--- src/rtl/keypad_scan_fifo_if.sv ---
// keypad_scan_fifo_if
//   Bus between the keypad scanner and its neighbours: the keypad matrix
//   (kprow out, kpcol in) and the downstream key consumer (FIFO read side).
//
//   Handshake: key_valid is high whenever the FIFO holds an entry, and key_code
//   then shows the oldest entry. A pop happens on a clk edge where
//   key_valid && key_rd. key_rd while key_valid = 0 has no effect. key_code
//   reads 0 while the FIFO is empty.
//
//   dbg_state exposes the scanner FSM: 0 = IDLE, 1 = DEB_PRESS, 2 = HELD,
//   3 = DEB_REL.
//
//   Modports: slave = scanner side, master = keypad + consumer side.
interface keypad_scan_fifo_if #(
  parameter int NROWS = 4,
  parameter int NCOLS = 6,
  parameter int KW    = $clog2(NROWS * NCOLS)
);
  logic [NCOLS-1:0] kpcol;
  logic [NROWS-1:0] kprow;
  logic             key_rd;
  logic             key_valid;
  logic [KW-1:0]    key_code;
  logic             overflow;
  logic             ovf_clr;
  logic [1:0]       dbg_state;

  modport slave (
    input  kpcol, key_rd, ovf_clr,
    output kprow, key_valid, key_code, overflow, dbg_state
  );

  modport master (
    output kpcol, key_rd, ovf_clr,
    input  kprow, key_valid, key_code, overflow, dbg_state
  );
endinterface

--- src/rtl/keypad_scan_fifo.sv ---
// keypad_scan_fifo
//   Row-strobed keypad scanner with debounce, ghost/multi-key rejection and a
//   first-word-fall-through key FIFO.
//
//   Ports:
//     clk    system clock
//     reset  asynchronous, active-high
//     bus    keypad_scan_fifo_if.slave: kpcol in, kprow out, key_rd in,
//            key_valid/key_code out, overflow out (sticky), ovf_clr in,
//            dbg_state out (FSM state)
//
//   Optional feature: define KEYPAD_AUTOREPEAT_EN to re-push the held key
//   after REPEAT_DELAY full scans and then every REPEAT_RATE full scans.
//   Without it each press produces exactly one push.
//
//   Key code = row * NCOLS + col. NROWS >= 2, DEBOUNCE_SCANS >= 2,
//   FIFO_DEPTH a power of 2 and >= 2.
module keypad_scan_fifo #(
  parameter int NROWS          = 4,
  parameter int NCOLS          = 6,
  parameter int SCAN_DIV       = 5000,
  parameter int DEBOUNCE_SCANS = 4,
  parameter int FIFO_DEPTH     = 4
`ifdef KEYPAD_AUTOREPEAT_EN
  ,
  parameter int REPEAT_DELAY   = 125,
  parameter int REPEAT_RATE    = 25
`endif
) (
  input logic clk,
  input logic reset,
  keypad_scan_fifo_if.slave bus
);

  localparam int KW = $clog2(NROWS * NCOLS);
  localparam int DW = (SCAN_DIV > 1) ? $clog2(SCAN_DIV) : 1;
  localparam int RW = $clog2(NROWS);
  localparam int CW = (NCOLS > 1) ? $clog2(NCOLS) : 1;
  localparam int NW = $clog2(DEBOUNCE_SCANS + 1);
  localparam int AW = $clog2(FIFO_DEPTH);

  typedef enum logic [1:0] {IDLE = 2'd0, DEB_PRESS = 2'd1, HELD = 2'd2, DEB_REL = 2'd3} state_e;

  // ---------------- scan divider and row strobe ----------------
  logic [DW-1:0]    div_q;
  logic [RW-1:0]    row_q;
  logic [NROWS-1:0] kprow_q;
  logic             tick;

  assign tick = (div_q == DW'(SCAN_DIV - 1));

  always_ff @(posedge clk or posedge reset) begin
    if (reset) begin
      div_q   <= '0;
      row_q   <= '0;
      kprow_q <= NROWS'(1);
    end else begin
      div_q <= tick ? '0 : div_q + 1'b1;
      // kpcol is judged during the tick; the strobe moves on at its closing edge.
      if (tick) begin
        row_q   <= (row_q == RW'(NROWS - 1)) ? '0 : row_q + 1'b1;
        kprow_q <= {kprow_q[NROWS-2:0], kprow_q[NROWS-1]};
      end
    end
  end

  // ---------------- sample classification ----------------
  logic [CW:0]   n_ones;
  logic [CW-1:0] hit_col;
  logic          single;

  always_comb begin
    n_ones  = '0;
    hit_col = '0;
    for (int i = 0; i < NCOLS; i++) begin
      if (bus.kpcol[i]) begin
        n_ones  = n_ones + 1'b1;
        hit_col = CW'(i);
      end
    end
  end

  // Two or more returns in one row is a ghost/multi pattern and reads as no key.
  assign single = (n_ones == (CW + 1)'(1));

  // ---------------- debounce FSM ----------------
  state_e        state_q;
  logic [RW-1:0] cand_row_q;
  logic [CW-1:0] cand_col_q;
  logic [NW-1:0] cnt_q;
  logic [NW-1:0] cnt_inc;
  logic          at_row;
  logic          match;
  logic          press_push;
  logic          rep_fire;
  logic          push_w;
  logic [KW-1:0] push_code;

  assign at_row     = (row_q == cand_row_q);
  assign match      = single && (hit_col == cand_col_q);
  assign cnt_inc    = cnt_q + 1'b1;
  assign press_push = tick && (state_q == DEB_PRESS) && at_row && match &&
                      (cnt_inc == NW'(DEBOUNCE_SCANS));
  assign push_w     = press_push || rep_fire;
  assign push_code  = KW'(int'(cand_row_q) * NCOLS + int'(cand_col_q));

  always_ff @(posedge clk or posedge reset) begin
    if (reset) begin
      state_q    <= IDLE;
      cand_row_q <= '0;
      cand_col_q <= '0;
      cnt_q      <= '0;
    end else if (tick) begin
      case (state_q)
        IDLE: begin
          if (single) begin
            cand_row_q <= row_q;
            cand_col_q <= hit_col;
            cnt_q      <= NW'(1);
            state_q    <= DEB_PRESS;
          end
        end
        DEB_PRESS: begin
          if (at_row) begin
            if (!match) begin
              cnt_q   <= '0;
              state_q <= IDLE;
            end else if (press_push) begin
              cnt_q   <= '0;
              state_q <= HELD;
            end else begin
              cnt_q <= cnt_inc;
            end
          end
        end
        HELD: begin
          if (at_row && !match) begin
            cnt_q   <= NW'(1);
            state_q <= DEB_REL;
          end
        end
        DEB_REL: begin
          // Anything but the locked key (nothing, another key, a ghost) counts as released.
          if (at_row) begin
            if (match) begin
              cnt_q   <= '0;
              state_q <= HELD;
            end else if (cnt_inc == NW'(DEBOUNCE_SCANS)) begin
              cnt_q   <= '0;
              state_q <= IDLE;
            end else begin
              cnt_q <= cnt_inc;
            end
          end
        end
        default: state_q <= IDLE;
      endcase
    end
  end

`ifdef KEYPAD_AUTOREPEAT_EN
  // One locked-row visit per full scan, so visits while HELD count scans.
  // DEB_REL leaves the count untouched; only IDLE restarts it.
  localparam int RMAX = (REPEAT_DELAY > REPEAT_RATE) ? REPEAT_DELAY : REPEAT_RATE;
  localparam int RPW  = $clog2(RMAX + 1);

  logic [RPW-1:0] rep_cnt_q;
  logic           rep_armed_q;
  logic           held_visit;

  assign held_visit = tick && (state_q == HELD) && at_row && match;
  assign rep_fire   = held_visit &&
                      ((rep_cnt_q + 1'b1) == (rep_armed_q ? RPW'(REPEAT_RATE) : RPW'(REPEAT_DELAY)));

  always_ff @(posedge clk or posedge reset) begin
    if (reset) begin
      rep_cnt_q   <= '0;
      rep_armed_q <= 1'b0;
    end else if (state_q == IDLE) begin
      rep_cnt_q   <= '0;
      rep_armed_q <= 1'b0;
    end else if (held_visit) begin
      if (rep_fire) begin
        rep_cnt_q   <= '0;
        rep_armed_q <= 1'b1;
      end else begin
        rep_cnt_q <= rep_cnt_q + 1'b1;
      end
    end
  end
`else
  assign rep_fire = 1'b0;
`endif

  // ---------------- key FIFO ----------------
  logic [KW-1:0] mem_q [FIFO_DEPTH];
  logic [AW-1:0] wr_q;
  logic [AW-1:0] rd_q;
  logic [AW:0]   fcnt_q;
  logic          ovf_q;
  logic          pop;
  logic          full;
  logic          push_ok;
  logic          ovf_set;

  assign pop     = bus.key_rd && (fcnt_q != '0);
  assign full    = (fcnt_q == (AW + 1)'(FIFO_DEPTH));
  // A pop in the same cycle frees the slot, so a push into a full FIFO still lands.
  assign push_ok = push_w && (!full || pop);
  assign ovf_set = push_w && full && !pop;

  always_ff @(posedge clk or posedge reset) begin
    if (reset) begin
      wr_q   <= '0;
      rd_q   <= '0;
      fcnt_q <= '0;
      ovf_q  <= 1'b0;
    end else begin
      if (push_ok) wr_q <= wr_q + 1'b1;
      if (pop)     rd_q <= rd_q + 1'b1;
      case ({push_ok, pop})
        2'b10:   fcnt_q <= fcnt_q + 1'b1;
        2'b01:   fcnt_q <= fcnt_q - 1'b1;
        default: fcnt_q <= fcnt_q;
      endcase
      if (ovf_set)          ovf_q <= 1'b1;
      else if (bus.ovf_clr) ovf_q <= 1'b0;
    end
  end

  always_ff @(posedge clk) begin
    if (push_ok) mem_q[wr_q] <= push_code;
  end

  assign bus.kprow     = kprow_q;
  assign bus.key_valid = (fcnt_q != '0);
  assign bus.key_code  = (fcnt_q != '0) ? mem_q[rd_q] : '0;
  assign bus.overflow  = ovf_q;
  assign bus.dbg_state = state_q;

endmodule
--- src/flat_wrapper.sv ---
// flat-port wrapper written by rule: the top's interface ports become plain ports
module keypad_scan_fifo_flat 
#(
  parameter int NROWS          = 4,
  parameter int NCOLS          = 6,
  parameter int SCAN_DIV       = 5000,
  parameter int DEBOUNCE_SCANS = 4,
  parameter int FIFO_DEPTH     = 4

)
  (clk, reset, bus_kpcol, bus_key_rd, bus_ovf_clr, bus_kprow, bus_key_valid, bus_key_code, bus_overflow, bus_dbg_state);
  keypad_scan_fifo_if #(.NROWS(NROWS), .NCOLS(NCOLS)) bus_i ();
  input logic clk;
  input logic reset;
  input wire logic [$bits(bus_i.kpcol)-1:0] bus_kpcol;
  input wire logic [$bits(bus_i.key_rd)-1:0] bus_key_rd;
  input wire logic [$bits(bus_i.ovf_clr)-1:0] bus_ovf_clr;
  output wire logic [$bits(bus_i.kprow)-1:0] bus_kprow;
  output wire logic [$bits(bus_i.key_valid)-1:0] bus_key_valid;
  output wire logic [$bits(bus_i.key_code)-1:0] bus_key_code;
  output wire logic [$bits(bus_i.overflow)-1:0] bus_overflow;
  output wire logic [$bits(bus_i.dbg_state)-1:0] bus_dbg_state;
  assign bus_i.kpcol = bus_kpcol;
  assign bus_i.key_rd = bus_key_rd;
  assign bus_i.ovf_clr = bus_ovf_clr;
  assign bus_kprow = bus_i.kprow;
  assign bus_key_valid = bus_i.key_valid;
  assign bus_key_code = bus_i.key_code;
  assign bus_overflow = bus_i.overflow;
  assign bus_dbg_state = bus_i.dbg_state;
  keypad_scan_fifo #(.NROWS(NROWS), .NCOLS(NCOLS), .SCAN_DIV(SCAN_DIV), .DEBOUNCE_SCANS(DEBOUNCE_SCANS), .FIFO_DEPTH(FIFO_DEPTH)) u_core (.clk(clk), .reset(reset), .bus(bus_i));
endmodule
--- config.mk ---
export PLATFORM = sky130hd
export DESIGN_NAME = keypad_scan_fifo_flat
export DESIGN_NICKNAME = d
export VERILOG_FILES = /design/src/rtl/keypad_scan_fifo_if.sv /design/src/rtl/keypad_scan_fifo.sv /design/src/flat_wrapper.sv
export SDC_FILE = /design/constraint.sdc
export NUM_CORES = 1
export LEC_CHECK = 0
export BUFFER_PORTS_ARGS = -buffer_cell sky130_fd_sc_hd__buf_4
export CORE_MARGIN = 2
export CORE_UTILIZATION = 40
export CTS_BUF_LIST = sky130_fd_sc_hd__clkbuf_4
export DETAILED_ROUTE_END_ITERATION = 10
export GPL_TIMING_DRIVEN = 0
export PLACE_DENSITY = 0.65
export REMOVE_ABC_BUFFERS = 1
export SYNTH_ARGS = -nofsm -noshare
export SYNTH_HDL_FRONTEND = slang
export SYNTH_SLANG_ARGS = --single-unit
--- constraint.sdc ---
create_clock -name clk -period 2.6 [get_ports clk]
set_input_delay 0.13 -clock clk [delete_from_list [all_inputs] [get_ports clk]]
set_output_delay 0.13 -clock clk [all_outputs]
set_load 0.02 [all_outputs]
Yosys cells after proc, flatten, opt, wreduce, memory -nomap -nowiden. Memories as Yosys holds them, arrays and structs flattened. Cells that the tools add are included.

Equality and inequality tests: 18. Reduce and logical (&&, ||, !) cells: 21. Multiply operators: 1. Mux-type cells: 37. Add/sub/neg operators: 13.

Operators by type and width (count): two-way mux 3 bit (10); two-way mux 2 bit (11); two-way mux 4 bit (5); adder 4 x 1 -> 4 bit (second input constant) (4); adder 13 x 1 -> 13 bit (second input constant) (1); equality test 13 bit (second input constant) (1); two-way mux 13 bit (1); one-hot mux 3 bit (4 select lines) (1); logical AND 1 bit (10); equality test 2 bit (second input constant) (4); inequality test 2 x 1 -> 1 bit (second input constant) (4); one-hot mux 2 bit (4 select lines) (1); AND reduction 7 bit (1); adder 2 x 1 -> 2 bit (second input constant) (3); adder 3 x 1 -> 3 bit (second input constant) (2); equality test 3 bit (second input constant) (2); two-way mux 1 bit (6); one-hot mux 3 bit (2 select lines) (1); adder 5 x 4 -> 5 bit (1); two-way mux 5 bit (1); AND reduction 5 bit (1); equality test 2 x 1 -> 1 bit (second input constant) (2); equality test 4 x 1 -> 1 bit (second input constant) (1); multiplier 2 x 2 -> 4 bit (second input constant) (1); 12 further kinds (15).

Input bits: 10. RAM bits: 20. Output and inout bits: 13. Memories kept: 1. Register bits after elaboration: 37. Logic and storage cells: 102.

Memories: u_core.mem_q (words 4, width 5, read ports 1, clocked after Yosys merged registers in 0, write ports 1, line keypad_scan_fifo.sv:196) `logic [KW-1:0] mem_q [FIFO_DEPTH];`.

Depth between registers and ports, before layout.
Depth after elaboration: 19. Depth in mapped cells: 23. Mapped depth without buffers: 23.

Worst setup path before layout. OpenSTA, ideal clock, no wires.

Path kind: in2reg. Start: in bus_kpcol[0]. End: reg u_core.fcnt_q[2]. Required time: 2.475 ns. Arrival time: 4.098 ns. Stages on the path: 22. Library setup time: 0.125 ns. Buffers on the path: 0. Slack: -1.623 ns. Cell sequence: ha_1 -> and2b_1 -> or2_2 -> ha_1 -> nand2b_1 -> nor2b_1 -> ha_1 -> mux2i_1 -> nor2_1 -> ha_1 -> nand2_1 -> xor2_1 -> or2_2 -> a221o_2 -> nor4_4 -> inv_1 -> ha_1 -> inv_1 -> fa_1 -> xor2_1 -> nor2_1 -> xor2_1.

Word-level cells in the longest chain between the ends: 18. Elaborated cells on any way between the ends: 20. Those cells by class: add/sub: 5; eq/ne: 3; mux: 7; reduce/logical: 5.

Ends and longest elaborated chain: start: declaration (line flat_wrapper.sv:15) `input wire logic [$bits(bus_i.kpcol)-1:0] bus_kpcol;`; two-way mux 1 bit * (line keypad_scan_fifo.sv:76) `if (bus.kpcol[i]) begin`; adder 1 x 1 -> 2 bit (line keypad_scan_fifo.sv:77) `n_ones = n_ones + 1'b1;`; two-way mux 4 bit * (line keypad_scan_fifo.sv:76); adder 4 x 1 -> 4 bit (line keypad_scan_fifo.sv:77); two-way mux 4 bit * (line keypad_scan_fifo.sv:76); adder 4 x 1 -> 4 bit (line keypad_scan_fifo.sv:77); two-way mux 4 bit * (line keypad_scan_fifo.sv:76); adder 4 x 1 -> 4 bit (line keypad_scan_fifo.sv:77); two-way mux 4 bit * (line keypad_scan_fifo.sv:76); adder 4 x 1 -> 4 bit (line keypad_scan_fifo.sv:77); two-way mux 4 bit * (line keypad_scan_fifo.sv:76); equality test 4 x 1 -> 1 bit * (line keypad_scan_fifo.sv:84) `assign single = (n_ones == (CW + 1)'(1));`; logical AND 1 bit * (line keypad_scan_fifo.sv:100) `assign match = single && (hit_col == cand_col_q);`; logical AND 1 bit * (2 in a row) (line keypad_scan_fifo.sv:102) `assign press_push = tick && (state_q == DEB_PRESS) && at_row && match &&`; logical AND 1 bit * (line keypad_scan_fifo.sv:209) `assign push_ok = push_w && (!full || pop);`; equality test 2 x 1 -> 1 bit or equality test 2 bit (tied branches) (line keypad_scan_fifo.sv:221) `case ({push_ok, pop})`; one-hot mux 3 bit (2 select lines) or nonzero test 2 bit (tied branches); end signal: assignment (line keypad_scan_fifo.sv:222) `2'b10: fcnt_q <= fcnt_q + 1'b1;`; end signal: assignment (line keypad_scan_fifo.sv:223) `2'b01: fcnt_q <= fcnt_q - 1'b1;`; end signal: assignment (line keypad_scan_fifo.sv:224) `default: fcnt_q <= fcnt_q;`; end: declaration (line keypad_scan_fifo.sv:199) `logic [AW:0] fcnt_q;`.

Every way passes the cells marked *; elsewhere a longest branch is shown, timed or not. A chain may end at the register's enable or synchronous reset.

Final worst setup path.
Start: in bus_kpcol[1]. End: reg u_core.fcnt_q[2].

Word-level cells in the longest chain between the ends: 16. Elaborated cells on any way between the ends: 24. Those cells by class: add/sub: 4; eq/ne: 4; mux: 11; reduce/logical: 5.

Ends and longest elaborated chain (line): two-way mux 4 bit (keypad_scan_fifo.sv:76); adder 4 x 1 -> 4 bit (keypad_scan_fifo.sv:77); two-way mux 4 bit (keypad_scan_fifo.sv:76); adder 4 x 1 -> 4 bit (keypad_scan_fifo.sv:77); two-way mux 4 bit (keypad_scan_fifo.sv:76); adder 4 x 1 -> 4 bit (keypad_scan_fifo.sv:77); two-way mux 4 bit (keypad_scan_fifo.sv:76); adder 4 x 1 -> 4 bit (keypad_scan_fifo.sv:77); two-way mux 4 bit (keypad_scan_fifo.sv:76); equality test 4 x 1 -> 1 bit (keypad_scan_fifo.sv:84); logical AND 1 bit * (keypad_scan_fifo.sv:100); logical AND 1 bit * (2 in a row) (keypad_scan_fifo.sv:102); logical AND 1 bit * (keypad_scan_fifo.sv:209); equality test 2 x 1 -> 1 bit or equality test 2 bit (tied branches) (keypad_scan_fifo.sv:221); one-hot mux 3 bit (2 select lines) or nonzero test 2 bit (tied branches).

Marked as above.

==> impl_metrics.csv <==
group,metric,value,unit
routing,drtIter0Drc,92,
synthesis,synth_top_family_by_area,"simple AND/OR/NAND/NOR gates",
sta,period_share,1.42,
routing,routedWlPerCell,14.6,um
die,rows,32,
global_route,grt_overflow,0,
global_route,grt_pass1_wl,10000,um
global_route,antenna_found_initial,0,
power,leakage,1.82,nW
routing,ant_nets,0,
synthesis,synth-edff-count,20,
hold_path,hold_depth,4,
global_route,first_global_vias,2139,
synthesis,async_flop_share,0.649,
clocking,insertion_delay,0.39,ns
global_route,grt_max_degree,38,
run_status,violations,"negative setup slack",
synthesis,synthCells,267,
sta,period_needed,3.69,ns
synthesis,synth_area,0.00311,mm^2
hold_path,hp-class,"input pin to flop",
global_route,grt_use_total,0.152,
finish,final_net_count,351,
finish,seq_area,0.00153,mm^2
finish,n_fill_cell,675,
setup_path,cp.required,2.88,ns
hold_path,min-delay-start,"bus_key_rd",
clocking,cts_max_level,3,
routing,first_pass_iters,5,
clocking,cts.root.buffer_cell,"clkbuf_4",
sta,finalClockSkew,0.0121,ns
die,start_util,0.407,
setup_path,worstReg2RegStart,"u_core.div_q[10]",
sta,setup_viol,36,
synthesis,synthFlopType,"dfrtp_1",
synthesis,synthSimpleGateAreaFrac,0.180,
synthesis,synthMuxAreaShare,0.0768,
synthesis,ys.warnings.count,0,
setup_path,r2r-end,"u_core.fcnt_q[2]",
synthesis,synth_fa_ha_area_frac,0.0852,
routing,wirelength,6270,um
run_status,status,"finished, violations left",
setup_path,cp-end-kind,"flop",
die,die_w,92.2,um
setup_path,crit_arrival,3.97,ns
routing,viasPerCell,5.08,
finish,layout_commonest_cell,"buf_4",
clocking,clockBufferDepth,2,
sta,drv_slew,0,
synthesis,synth.distinct_cells,53,
setup_path,reg2reg_depth,13,
finish,final_cell_mix,"41 x buf_4, 36 x dfrtp_1, 20 x edfxtp_1, 17 x nand2_1, 17 x nor2_1",
die,core_area,0.00765,mm^2
finish,final_layout_size_suffix_gt1_frac,0.371,
setup_path,critPathLaunchType,"input pin",
power,finalPower,1.79,mW
clocking,cts_buffers,9,
finish,stdcell_count,428,
synthesis,seq_area_frac_synth,0.491,
routing,drc,0,
setup_path,worstSetupPathType,"input pin to flop",
sta,rsz0062_at_grt,"yes",
setup_path,reg2reg_setup_slack,-0.45,ns
power,powerDensity,450,mW/mm^2
clocking,clk_pin_slew,0.09,ns
placed_design,hpwl,3850,um
sta,hold_viol,0,
finish,antenna_cells,0,
setup_path,cp_max_fo,3,
sta,clock.fmax,0.271,GHz
synthesis,avgSynthCellArea,11.7,um^2
sta,setup_tns,-25.80,ns
synthesis,synth_compound_area_frac,0.0547,
clocking,cts_sinks,57,
sta,setup_ws,-1.09,ns
die,die_h,92.2,um
die,dieArea,0.00850,mm^2
placed_design,gp_congestion,0.782,
run,max_cap_violations,0,
placed_design,port-buffer-count,22,
sta,slew_headroom,0.474,
finish,area_growth_syn_to_layout,27.7,%
finish,multi_input_comb_area,0.00171,mm^2
synthesis,synth.ff_latch_count,57,
routing,via_count,2176,
hold_path,min_to,"u_core.bus.overflow",
power,ir_drop,0.195,mV
synthesis,synth_xor_area_frac,0.0804,
clocking,cts_tree,"built",
placed_design,dp.cells,383,
die,io_pins,23,
sta,tightest_slew,0.788,ns
## cell usage after synthesis (2+ instances only)
cell | n | area (um^2)
nor3_1 | 4 | 20.0
or4b_2 | 3 | 30.0
nor4_4 | 2 | 42.5
dfrtp_1 | 36 | 901
ha_1 | 18 | 225
xnor2_1 | 14 | 123
nor2_1 | 17 | 63.8
mux2_2 | 9 | 101
nand2_1 | 20 | 75.1
or3_1 | 2 | 12.5
inv_1 | 17 | 63.8
o21a_1 | 2 | 15.0
edfxtp_1 | 20 | 601
and3_1 | 5 | 31.3
xor2_1 | 10 | 87.6
mux4_2 | 5 | 113
nor4_1 | 3 | 18.8
fa_1 | 2 | 40.0
or2_2 | 2 | 12.5
nand4_1 | 4 | 25.0
and2_2 | 2 | 15.0
nor2b_1 | 7 | 43.8
nor3b_1 | 3 | 22.5
o21ai_0 | 8 | 40.0
nand3_1 | 12 | 60.1
and2_1 | 9 | 56.3
clkbuf_1 | 5 | 18.8
## cell type report
class / count / area share
Multi-Input combinational cell: 185 / 0.430
Sequential cell: 57 / 0.384
Timing Repair Buffer: 51 / 0.105
Tap cell: 102 / 0.0321
Clock buffer: 11 / 0.0208
Inverter: 17 / 0.0161
Clock inverter: 5 / 0.0116
## cell families after synthesis
| kind of cell | after synthesis |
|---|---|
| AND/OR/NAND/NOR | 99 |
| buffers and inverters | 25 |
| adder cells (fa/ha/maj) | 20 |
| flip-flops | 57 |
| multiplexers | 16 |
| AO/OA/AOI/OAI | 24 |
| XOR/XNOR | 26 |
## flip-flops by register name, summed over array words and instances (netlist names), named ones only
signal and cells:
u_core.cand_col_q 3, u_core.wr_q 2, u_core.bus.dbg_state 1, u_core.cnt_q 3, u_core.bus.kprow 4, u_core.row_q 2
u_core.div_q 13, u_core.cand_row_q 2, u_core.bus.overflow 1, u_core.rd_q 2, u_core.mem_q 20, u_core.fcnt_q 3
## critical path, stage by stage
cell and delay (ns):
buf_8 0.10, ha_4 0.15, and2b_1 0.16, or2_4 0.23
ha_4 0.20, nand2b_4 0.14, nor2b_4 0.13, ha_4 0.28
mux2i_1 0.07, nor2_1 0.12, ha_2 0.18, nand2_2 0.06
xor2_2 0.15, or2_4 0.23, a221o_2 0.43, nor4_4 0.29
inv_1 0.08, ha_2 0.20, inv_2 0.05, fa_2 0.18
xor2_1 0.15, nor2_1 0.07, xor2_1 0.16
## where the power goes
part / switching [mW] / internal (mW) / total, mW
registers: 0.0000000000000000164 / 0.924 / 0.924
logic: 0.113 / 0.140 / 0.253
clock network: 0.309 / 0.305 / 0.614
## layer usage
metal,vias to the layer above,track usage,part of all wire
met5,-,0,0
met4,0,0.0709,0.022
met3,19,0.0222,0.022
met2,40,0.259,0.50
met1,1059,0.190,0.46
li1,1058,-,-
## worst max path at each step
stage / start / to / depth (start not counted) / slack [ns]
final: bus_kpcol[1] / u_core.fcnt_q[2] / 23 / -1.09
after global routing: bus_kpcol[1] / u_core.fcnt_q[2] / 23 / -1.22
after CTS: bus_kpcol[1] / u_core.fcnt_q[2] / 23 / -1.04
after detailed placement: bus_kpcol[0] / u_core.fcnt_q[2] / 23 / -2.10
after global placement: bus_kpcol[0] / u_core.fcnt_q[2] / 23 / -1.99
after floorplan: bus_kpcol[0] / u_core.fcnt_q[2] / 22 / -1.62
## stage by stage
stage	setup WS (ns)	cell area, um^2	hold WS [ns]	utilization
final	-1.09	3980	0.0765	0.520
after global routing	-1.22	3980	0.0876	0.520
after CTS	-1.04	3850	0.0539	0.503
after detailed placement	-2.10	3370	0.328	0.441
after global placement	-1.99	3370	0.334	0.441
after floorplan	-1.62	3080	0.232	-
## repair_timing
item	in CTS	in global routing
gates cloned	0	0
hold buffers	4	0
pin swaps	29	13
hold endpoints to repair	38	0
endpoints found under the setup margin	36	36
buffers inserted	18	9
gates resized for setup	45	14
Power figures use the tool's default switching activity.
